==> src/rtl/product_accumulator_if.sv <==
// Product-accumulator bus: burst control, product stream in, result out.
// Revision: 1.0
`default_nettype none

interface product_accumulator_if #(
  parameter int ACC_W = 16,
  parameter int CNT_W = 4
);
  logic             start_i;
  logic [CNT_W-1:0] len_i;
  logic [8:0]       prod_i;
  logic             prod_valid_i;
  logic             prod_ready_o;
  logic [ACC_W-1:0] acc_o;
  logic             acc_valid_o;
  logic             acc_ready_i;
  logic             busy_o;
  logic             ovf_o;

  modport slave (
    input  start_i, len_i, prod_i, prod_valid_i, acc_ready_i,
    output prod_ready_o, acc_o, acc_valid_o, busy_o, ovf_o
  );

  modport master (
    output start_i, len_i, prod_i, prod_valid_i, acc_ready_i,
    input  prod_ready_o, acc_o, acc_valid_o, busy_o, ovf_o
  );
endinterface

`default_nettype wire

==> src/rtl/product_accumulator.sv <==
// product_accumulator: sums a burst of 9-bit multiplier products with a sticky wrap flag.
// Revision: 1.0
`default_nettype none

module product_accumulator #(
  parameter int ACC_W = 16,
  parameter int CNT_W = 4
) (
  input  logic                  clk,
  input  logic                  rst_n,
  product_accumulator_if.slave  bus
);

  typedef enum logic [1:0] {
    S_IDLE  = 2'd0,
    S_ACCUM = 2'd1,
    S_DONE  = 2'd2
  } state_t;

  localparam int PAD_W = ACC_W - 9 + 1;

  state_t           r_state;
  logic [CNT_W-1:0] r_len;
  logic [CNT_W-1:0] r_cnt;
  logic [ACC_W-1:0] r_acc;
  logic             r_ovf;
  logic             r_prod_ready;
  logic             r_acc_valid;
  logic             r_busy;

  // One extra bit on the adder exposes the carry out of the accumulator.
  logic [ACC_W:0]   w_sum;
  assign w_sum = {1'b0, r_acc} + {{PAD_W{1'b0}}, bus.prod_i};

  always_ff @(posedge clk or negedge rst_n) begin
    if (!rst_n) begin
      r_state      <= S_IDLE;
      r_len        <= '0;
      r_cnt        <= '0;
      r_acc        <= '0;
      r_ovf        <= 1'b0;
      r_prod_ready <= 1'b0;
      r_acc_valid  <= 1'b0;
      r_busy       <= 1'b0;
    end else begin
      case (r_state)
        S_IDLE: begin
          if (bus.start_i) begin
            r_len        <= bus.len_i;
            r_cnt        <= '0;
            r_acc        <= '0;
            r_ovf        <= 1'b0;
            r_prod_ready <= 1'b1;
            r_busy       <= 1'b1;
            r_state      <= S_ACCUM;
          end
        end
        S_ACCUM: begin
          if (bus.prod_valid_i) begin
            r_acc <= w_sum[ACC_W-1:0];
            if (w_sum[ACC_W]) begin
              r_ovf <= 1'b1;
            end
            // Compare before incrementing so a full-length burst never wraps the count.
            if (r_cnt == r_len) begin
              r_prod_ready <= 1'b0;
              r_acc_valid  <= 1'b1;
              r_state      <= S_DONE;
            end else begin
              r_cnt <= r_cnt + CNT_W'(1);
            end
          end
        end
        S_DONE: begin
          if (bus.acc_ready_i) begin
            r_acc_valid <= 1'b0;
            r_busy      <= 1'b0;
            r_state     <= S_IDLE;
          end
        end
        default: begin
          r_state      <= S_IDLE;
          r_prod_ready <= 1'b0;
          r_acc_valid  <= 1'b0;
          r_busy       <= 1'b0;
        end
      endcase
    end
  end

  assign bus.prod_ready_o = r_prod_ready;
  assign bus.acc_o        = r_acc;
  assign bus.acc_valid_o  = r_acc_valid;
  assign bus.busy_o       = r_busy;
  assign bus.ovf_o        = r_ovf;

endmodule

`default_nettype wire

==> src/flat_wrapper.sv <==
// flat-port wrapper written by rule: the top's interface ports become plain ports
module product_accumulator_flat 
#(
  parameter int ACC_W = 16,
  parameter int CNT_W = 4
)
  (clk, rst_n, bus_start_i, bus_len_i, bus_prod_i, bus_prod_valid_i, bus_acc_ready_i, bus_prod_ready_o, bus_acc_o, bus_acc_valid_o, bus_busy_o, bus_ovf_o);
  product_accumulator_if #(.ACC_W(ACC_W), .CNT_W(CNT_W)) bus_i ();
  input  logic clk;
  input  logic rst_n;
  input wire logic [$bits(bus_i.start_i)-1:0] bus_start_i;
  input wire logic [$bits(bus_i.len_i)-1:0] bus_len_i;
  input wire logic [$bits(bus_i.prod_i)-1:0] bus_prod_i;
  input wire logic [$bits(bus_i.prod_valid_i)-1:0] bus_prod_valid_i;
  input wire logic [$bits(bus_i.acc_ready_i)-1:0] bus_acc_ready_i;
  output wire logic [$bits(bus_i.prod_ready_o)-1:0] bus_prod_ready_o;
  output wire logic [$bits(bus_i.acc_o)-1:0] bus_acc_o;
  output wire logic [$bits(bus_i.acc_valid_o)-1:0] bus_acc_valid_o;
  output wire logic [$bits(bus_i.busy_o)-1:0] bus_busy_o;
  output wire logic [$bits(bus_i.ovf_o)-1:0] bus_ovf_o;
  assign bus_i.start_i = bus_start_i;
  assign bus_i.len_i = bus_len_i;
  assign bus_i.prod_i = bus_prod_i;
  assign bus_i.prod_valid_i = bus_prod_valid_i;
  assign bus_i.acc_ready_i = bus_acc_ready_i;
  assign bus_prod_ready_o = bus_i.prod_ready_o;
  assign bus_acc_o = bus_i.acc_o;
  assign bus_acc_valid_o = bus_i.acc_valid_o;
  assign bus_busy_o = bus_i.busy_o;
  assign bus_ovf_o = bus_i.ovf_o;
  product_accumulator #(.ACC_W(ACC_W), .CNT_W(CNT_W)) u_core (.clk(clk), .rst_n(rst_n), .bus(bus_i));
endmodule
==> config.mk <==
export PLATFORM = sky130hd
export DESIGN_NAME = product_accumulator_flat
export DESIGN_NICKNAME = d
export VERILOG_FILES = /design/src/rtl/product_accumulator_if.sv /design/src/rtl/product_accumulator.sv /design/src/flat_wrapper.sv
export SDC_FILE = /design/constraint.sdc
export NUM_CORES = 1
export LEC_CHECK = 0
export CORE_MARGIN = 2
export CORE_UTILIZATION = 46
export DETAILED_ROUTE_END_ITERATION = 10
export GPL_ROUTABILITY_DRIVEN = 0
export HOLD_SLACK_MARGIN = 0.1
export MAX_ROUTING_LAYER = met4
export PLACE_DENSITY = 0.88
export SLEW_MARGIN = 0
export SYNTH_ARGS = -nofsm -noshare
export SYNTH_HDL_FRONTEND = slang
export SYNTH_SLANG_ARGS = --single-unit
==> constraint.sdc <==
create_clock -name clk -period 1.9 [get_ports clk]
set_input_delay 0.19 -clock clk [delete_from_list [all_inputs] [get_ports clk]]
set_output_delay 0.19 -clock clk [all_outputs]
set_load 0.05 [all_outputs]
==> flow_summary_export.csv, run 1 <==
group,metric,value,unit
timing,finalHoldViolCount,0,
placement,place.port_buffers,37,
finish,final_core_util,73.5,%
finish,final_cell_mix,"39 x buf_4, 36 x nand2_1, 36 x clkdlybuf4s50_1",
worst_setup_path,reg2reg_from,"u_core.bus.acc_o[2]$_DFFE_PN0P_",
clock_network,cts.sinks,30,
routing,vias,1783,
logic_synthesis,synth_enable_flop_cells,0,
timing,worst_slew_pin_slew,0.509,ns
outcome,status,"finished with violations",
timing,skew,0.00553,ns
timing,fmax,0.512,GHz
worst_setup_path,cp-start-kind,"flop",
grt,antenna_found_initial,0,
logic_synthesis,synth.top_cell.area_share,41.0,%
logic_synthesis,synthSimpleGateAreaFrac,18.6,%
pwr,p_per_area,1650,nW/um^2
logic_synthesis,yosys.area_share.xor_xnor,6.22,%
finish,antenna_cells,0,
worst_setup_path,cp_num_buf_inv,0,
timing,setup_ws,-0.0548,ns
worst_setup_path,cp-startpoint,"u_core.bus.acc_o[2]$_DFFE_PN0P_",
worst_setup_path,setup.worst_path.class,"flop to flop",
logic_synthesis,synth_cell_type_count,44,
clock_network,cts_htree_levels,2,
worst_setup_path,cp_top_family,"compound AO/OA/AOI/OAI gates",
logic_synthesis,synth_top_family_by_area,"compound AO/OA/AOI/OAI gates",
pwr,ir_worst_vdd,1060,uV
logic_synthesis,synth_mux_area_share,1.16,%
timing,finalCriticalPeriod,1.95,ns
logic_synthesis,netlist_area,1830,sq um
timing,slew_violations,0,
clock_network,insertion_delay,0.29,ns
pwr,p_leak,1.23,nW
clock_network,root_buffer,"clkbuf_8",
outcome,violations,"negative setup slack",
job,drv_cap,0,
timing,fin_setup_tns,-0.0548,ns
worst_setup_path,path_max_fanout,6,
logic_synthesis,synth_compound_area_share,20.8,%
worst_setup_path,cp_slowest_cell,"or4_1",
worst_setup_path,cpMostUsedCell,"o211ai_1",
grt,overflow,0,
min_path,hold_class,"input pin to async pin",
finish,final_common_cell,"buf_4",
routing,post-route-drc-count,0,
floorplan,die_w,67.1,microns
grt,grt_use_total,24.5,%
logic_synthesis,yosysTopAreaCell,"dfrtp_1",
logic_synthesis,yosys-top-cells-area,"dfrtp_1 41%, nand2_1 7.4%, ha_1 6.8%",
routing,drt-pass1-iter-count,4,
routing,ant_nets,0,
routing,drtIter0Drc,103,
floorplan,rows,22,
routing,via_per_inst,5.40,
clock_network,cts_made_buffers,5,
logic_synthesis,syn_inst,205,
worst_setup_path,cp_data_arrival_time,2.17,ns
logic_synthesis,synth_fa_ha_area_share,7.92,%
clock_network,clkTransAtPathRegs,0.07,ns
logic_synthesis,async_reset_ff_share,100,%
finish,drive_gt1_share,27.0,%
logic_synthesis,syn_nets,234,
logic_synthesis,avgSynthCellArea,8.94,sq um
floorplan,design.die.area,4500,sq um
finish,nets,310,
worst_setup_path,critPathMaxStageDelay,0.44,ns
floorplan,initial_core_util,48.9,%
placement,dp_hpwl,3.46,mm
floorplan,io_pins,38,
finish,syn2layout_area_growth,50.3,%
worst_setup_path,end_kind,"flop",
grt,grt_pass1_wl,8.00,mm
logic_synthesis,synth_warnings,0,
timing,setup_viol,1,
floorplan,coreArea,3740,sq um
logic_synthesis,seq_area_frac_synth,41.0,%
worst_setup_path,cp_cell_sequence,"ha_4, o211ai_1, o211ai_1, a41oi_2, or4_1, a21oi_1",
timing,slew_headroom,66.0,%
clock_network,cts_tree,"built",
routing,routed_wl,4.69,mm
grt,grt_max_degree,31,
clock_network,clock_path_buffers,2,
timing,period_share,103,%
logic_synthesis,synth_seq_cells,30,
floorplan,die_h,67.1,microns
timing,rsz0062_at_grt,"true",
worst_setup_path,cp.required,2.12,ns
routing,drt-wirelength-per-cell,14.2,microns
grt,grt_pass1_vias,1773,
logic_synthesis,synthFlopType,"dfrtp_1",
[routing by layer]
metal / track usage (%) / up-vias / wire [microns]
met2: 40.8 / 55 / 2340
met5: - / - / 0
li1: - / 878 / -
met1: 28.9 / 842 / 2020
met4: 8.16 / 0 / 70
met3: 6.08 / 8 / 259
[synth_stat cells (2+ instances only)]
library cell / number
nand2_1: 36
dfrtp_1: 30
a21oi_1: 16
nor2_1: 15
o21ai_0: 13
ha_1: 10
inv_1: 10
xor2_1: 9
a211oi_1: 5
clkbuf_1: 5
o211ai_1: 5
a21o_1: 4
or3_1: 4
xnor2_1: 4
nor3_1: 3
o22ai_1: 3
and2_1: 2
buf_6: 2
nand2b_1: 2
nand3_1: 2
nor2b_1: 2
[worst register-to-register path, delay by kind of cell, from the launching register on]
family / cells / cell delay [ns]
AO/OA/AOI/OAI: 4 / 0.74
adder cells (fa/ha/maj): 1 / 0.27
flip-flops: 1 / 0.43
AND/OR/NAND/NOR: 1 / 0.44
[metrics by stage]
stage	total power, W	cell area [sq um]	cells	setup WS [ns]	hold slack [ns]
5_1_grt	0.00488	2750	330	-0.151	0.324
6_report	0.00453	2750	330	-0.0548	0.292
3_3_place_gp	0.00379	2590	318	-0.254	0.476
3_5_place_dp	0.00390	2590	318	-0.306	0.480
4_1_cts	0.00448	2700	327	-0.0464	0.310
2_1_floorplan	0.00288	1940	205	-0.0885	-0.106
[kinds of logic (layout without fill, tap and decap cells)]
family	count (synthesis)	count (layout)
muxes	2	2
xor gates and xnor gates	13	13
and+or+nand+nor	74	74
AOI/OAI and AO/OA	58	58
adders and majority gates	11	11
buffers and inverters	17	94
DFF	30	30
[state kept, by name (all words and copies together), names as in the netlist]
name / cells
u_core.bus.ovf_o: 1
u_core.bus.busy_o: 1
u_core.bus.acc_o: 16
u_core.bus.prod_ready_o: 1
u_core.r_cnt: 4
u_core.r_state: 2
u_core.r_len: 4
u_core.bus.acc_valid_o: 1
[report_power, final]
part	internal (W)	switching (W)	leakage [nW]
Clock	0.000292	0.000256	0.0482
Sequential	0.000902	0.000241	0.367
Combinational	0.00128	0.00157	0.818
Total	0.00247	0.00206	1.23
[timing repair]
item / CTS / global route
pin swaps: 4 / 6
gates resized for setup: 1 / 7
endpoints found under the setup margin: 5 / 9
buffers inserted: 1 / 3
hold buffers: 0 / 0
[final cells by class]
class	instances	area [sq um]
tap	48	60.1
clock buffer	7	86.3
timing repair buffer	76	666
inverter	10	37.5
fill	275	991
sequential	30	762
multi-input combinational	158	1140
clock inverter	1	5.00
[final timing paths]
check / to / slack [ns] / cells after the start
min in group clk: u_core.bus.acc_o[0]$_DFFE_PN0P_ / 0.40 / 4
max in group asynchronous: u_core.bus.acc_o[0]$_DFFE_PN0P_ / 1.31 / 2
setup / recovery: u_core.bus.acc_o[13]$_DFFE_PN0P_ / -0.05 / 6
hold reg to reg: u_core.r_len[1]$_DFFE_PN0P_ / 0.49 / 2
setup reg to reg: u_core.bus.acc_o[13]$_DFFE_PN0P_ / -0.05 / 6
hold / removal: u_core.bus.acc_o[5]$_DFFE_PN0P_ / 0.29 / 2
Power figures use the tool's default switching activity.
==> inputs of run 2 (changes only) <==
--- a/config.mk
+++ b/config.mk
@@ -5,6 +5,7 @@
 export SDC_FILE = /design/constraint.sdc
 export NUM_CORES = 1
 export LEC_CHECK = 0
+export CAP_MARGIN = 20
 export CORE_MARGIN = 2
 export CORE_UTILIZATION = 46
 export DETAILED_ROUTE_END_ITERATION = 10
@@ -12,6 +13,7 @@
 export HOLD_SLACK_MARGIN = 0.1
 export MAX_ROUTING_LAYER = met4
 export PLACE_DENSITY = 0.88
+export REMOVE_ABC_BUFFERS = 1
 export SLEW_MARGIN = 0
 export SYNTH_ARGS = -nofsm -noshare
 export SYNTH_HDL_FRONTEND = slang
==> run 2 against run 1 <==
Effect of this change: the flow still finishes with violations (negative setup slack); critical path depth unchanged; via count up 8.6%; clock-buffer cell count unchanged; cell count up 2.4%; sequential power about the same; first-iteration DRC count up 130%; register-to-register slack worse by 0.29 ns; non-clock buffer count up 9; sequential share of layout area down 0.97 points; worst setup slack worse by 0.29 ns; wire length up 23%; critical path type unchanged; critical endpoint unchanged; largest power group unchanged.
==> flow_summary_export.csv, run 2 (synthesized netlist as in run 1, its figures left out) <==
group,metric,value,unit
timing,setup_viol,10,
timing,worst_slew_pin_slew,0.506,ns
pwr,intPower,0.00255,W
timing,slew_violations,0,
grt,antenna_found_initial,0,
clock_network,cts_tree,"built",
worst_setup_path,end_kind,"flop",
clock_network,cts_made_buffers,5,
worst_setup_path,cp-startpoint,"u_core.bus.acc_o[4]$_DFFE_PN0P_",
grt,grt_max_degree,31,
floorplan,die_w,67.1,microns
clock_network,clkTransAtPathRegs,0.07,ns
floorplan,coreArea,3740,sq um
pwr,p_leak,1.28,nW
routing,drtIter0Drc,238,
timing,skew,0.0122,ns
worst_setup_path,cpMostUsedCell,"o211ai_1",
placement,place_ws,-0.435,ns
timing,setup_ws,-0.343,ns
placement,place.port_buffers,37,
pwr,p_sw,0.00223,W
pwr,power,0.00477,W
finish,syn2layout_area_growth,53.4,%
worst_setup_path,cp_cell_sequence,"ha_4, o211ai_1, o211ai_1, a41oi_2, or4_1, a21oi_2",
pwr,power_frac_comb,66.1,%
placement,dp.cells,324,
routing,m1WireLength,2.32,mm
worst_setup_path,setup.worst_path.class,"flop to flop",
min_path,hold_class,"input pin to async pin",
timing,slew_headroom,66.2,%
finish,final_cell_mix,"46 x buf_4, 37 x clkdlybuf4s50_1, 35 x nand2_1",
worst_setup_path,critPathMaxStageDelay,0.48,ns
worst_setup_path,r2r_cells,6,
pwr,power.clock.fraction,10.4,%
routing,post-route-drc-count,0,
grt,overflow,0,
outcome,status,"finished with violations",
floorplan,die_h,67.1,microns
timing,fin_setup_tns,-1.36,ns
finish,largest_reg_flops,16,
finish,fillCellCount,270,
worst_setup_path,path_max_fanout,5,
pwr,ir_worst_vdd,1120,uV
worst_setup_path,cp_data_arrival_time,2.45,ns
routing,highest_layer,"met4",
timing,hold_ws,0.294,ns
pwr,p_sw_share,46.7,%
routing,via_per_inst,5.73,
clock_network,clock_path_buffers,2,
clock_network,cts_htree_levels,2,
timing,finalCriticalPeriod,2.24,ns
routing,routed_wl,5.77,mm
worst_setup_path,reg2reg_from,"u_core.bus.acc_o[4]$_DFFE_PN0P_",
job,drv_cap,0,
worst_setup_path,cp.required,2.11,ns
floorplan,rows,22,
routing,vias,1936,
finish,fin_cells,338,
worst_setup_path,cp_slowest_cell,"or4_1",
finish,final_common_cell,"buf_4",
routing,route.met3.wl,387,microns
clock_network,root_buffer,"clkbuf_8",
floorplan,io_pins,38,
timing,finalHoldViolCount,0,
outcome,violations,"negative setup slack",
timing,rsz0062_at_grt,"true",
floorplan,design.die.area,4500,sq um
finish,drive_gt1_share,26.9,%
finish,nets,319,
finish,antenna_cells,0,
worst_setup_path,reg2reg_to,"u_core.bus.acc_o[13]$_DFFE_PN0P_",
clock_network,insertion_delay,0.29,ns
worst_setup_path,reg2reg_slack,-0.34,ns
routing,routed-wl-met2,2.90,mm
floorplan,initial_core_util,48.9,%
worst_setup_path,cp-start-kind,"flop",
timing,period_share,118,%
placement,dp_hpwl,3.42,mm
pwr,p_per_area,1700,nW/um^2
grt,grt_pass1_vias,1817,
pwr,seqPwrFrac,23.5,%
grt,grt_pass1_wl,8.29,mm
routing,drt-wirelength-per-cell,17.1,microns
timing,fmax,0.446,GHz
grt,grt_use_total,25.5,%
routing,ant_nets,0,
clock_network,cts.sinks,30,
routing,drt-pass1-iter-count,4,
-- run 2: critical path: cells and delay by family, from the launching register on --
kind | cells | cell delay, ns
AOI/OAI and AO/OA | 4 | 0.93
and+or+nand+nor | 1 | 0.48
adders and majority gates | 1 | 0.31
DFF | 1 | 0.43
-- run 2: per-layer routing --
layer	global-route usage [%]	vias up
met3	5.91	17
met4	8.42	0
li1	-	895
met5	-	-
met1	30.3	922
met2	42.5	102
-- run 2: metrics by stage --
step	instance area, sq um	util [%]
global placement	2530	67.5
CTS	2680	71.5
detailed placement	2530	67.5
finish	2810	75.1
global route	2810	75.1
floorplan	1790	-
-- run 2: worst max-delay path by stage --
| stage | end | slack, ns | cells after the start |
|---|---|---|---|
| 6_report | u_core.bus.acc_o[13]$_DFFE_PN0P_ | -0.34 | 6 |
| 5_1_grt | u_core.bus.acc_o[13]$_DFFE_PN0P_ | -0.37 | 6 |
| 4_1_cts | u_core.bus.acc_o[14]$_DFFE_PN0P_ | -0.02 | 8 |
| 3_5_place_dp | u_core.bus.acc_o[14]$_DFFE_PN0P_ | -0.43 | 9 |
| 3_3_place_gp | u_core.bus.acc_o[10]$_DFFE_PN0P_ | -0.37 | 9 |
| 2_1_floorplan | u_core.bus.acc_o[10]$_DFFE_PN0P_ | -0.51 | 8 |
-- run 2: what timing repair did --
action / 4_1_cts / 5_1_grt
hold buffers: 0 / 0
endpoints found under the hold margin: 0 / 0
buffers inserted: 2 / 5
setup endpoints to repair: 7 / 10
pin swaps: 4 / 14
gates resized for setup: 9 / 21
-- run 2: final cells by class --
| class | instances | area (sq um) | area share, % |
|---|---|---|---|
| Sequential cell | 30 | 751 | 26.7 |
| Multi-Input combinational cell | 158 | 1150 | 40.8 |
| Inverter | 10 | 37.5 | 1.34 |
| Timing Repair Buffer | 85 | 738 | 26.3 |
| Tap cell | 48 | 60.1 | 2.14 |
| Clock buffer | 7 | 76.3 | 2.72 |
-- run 2: power by group through the flow --
stage          Combinational, W  Sequential (W)  Clock, W
2_1_floorplan           0.00107         0.00161         0
3_3_place_gp            0.00261         0.00109         0
3_5_place_dp            0.00268         0.00110         0
4_1_cts                 0.00281         0.00111  0.000492
5_1_grt                 0.00339         0.00115  0.000529
6_report                0.00315         0.00112  0.000496
==> inputs of run 3 (changes only) <==
--- a/config.mk
+++ b/config.mk
@@ -5,6 +5,7 @@
 export SDC_FILE = /design/constraint.sdc
 export NUM_CORES = 1
 export LEC_CHECK = 0
+export ABC_CLOCK_PERIOD_IN_PS = 1900
 export CAP_MARGIN = 20
 export CORE_MARGIN = 2
 export CORE_UTILIZATION = 46
==> results of run 3 <==
The final DEF is identical to that of run 2; final timing and power are the same.
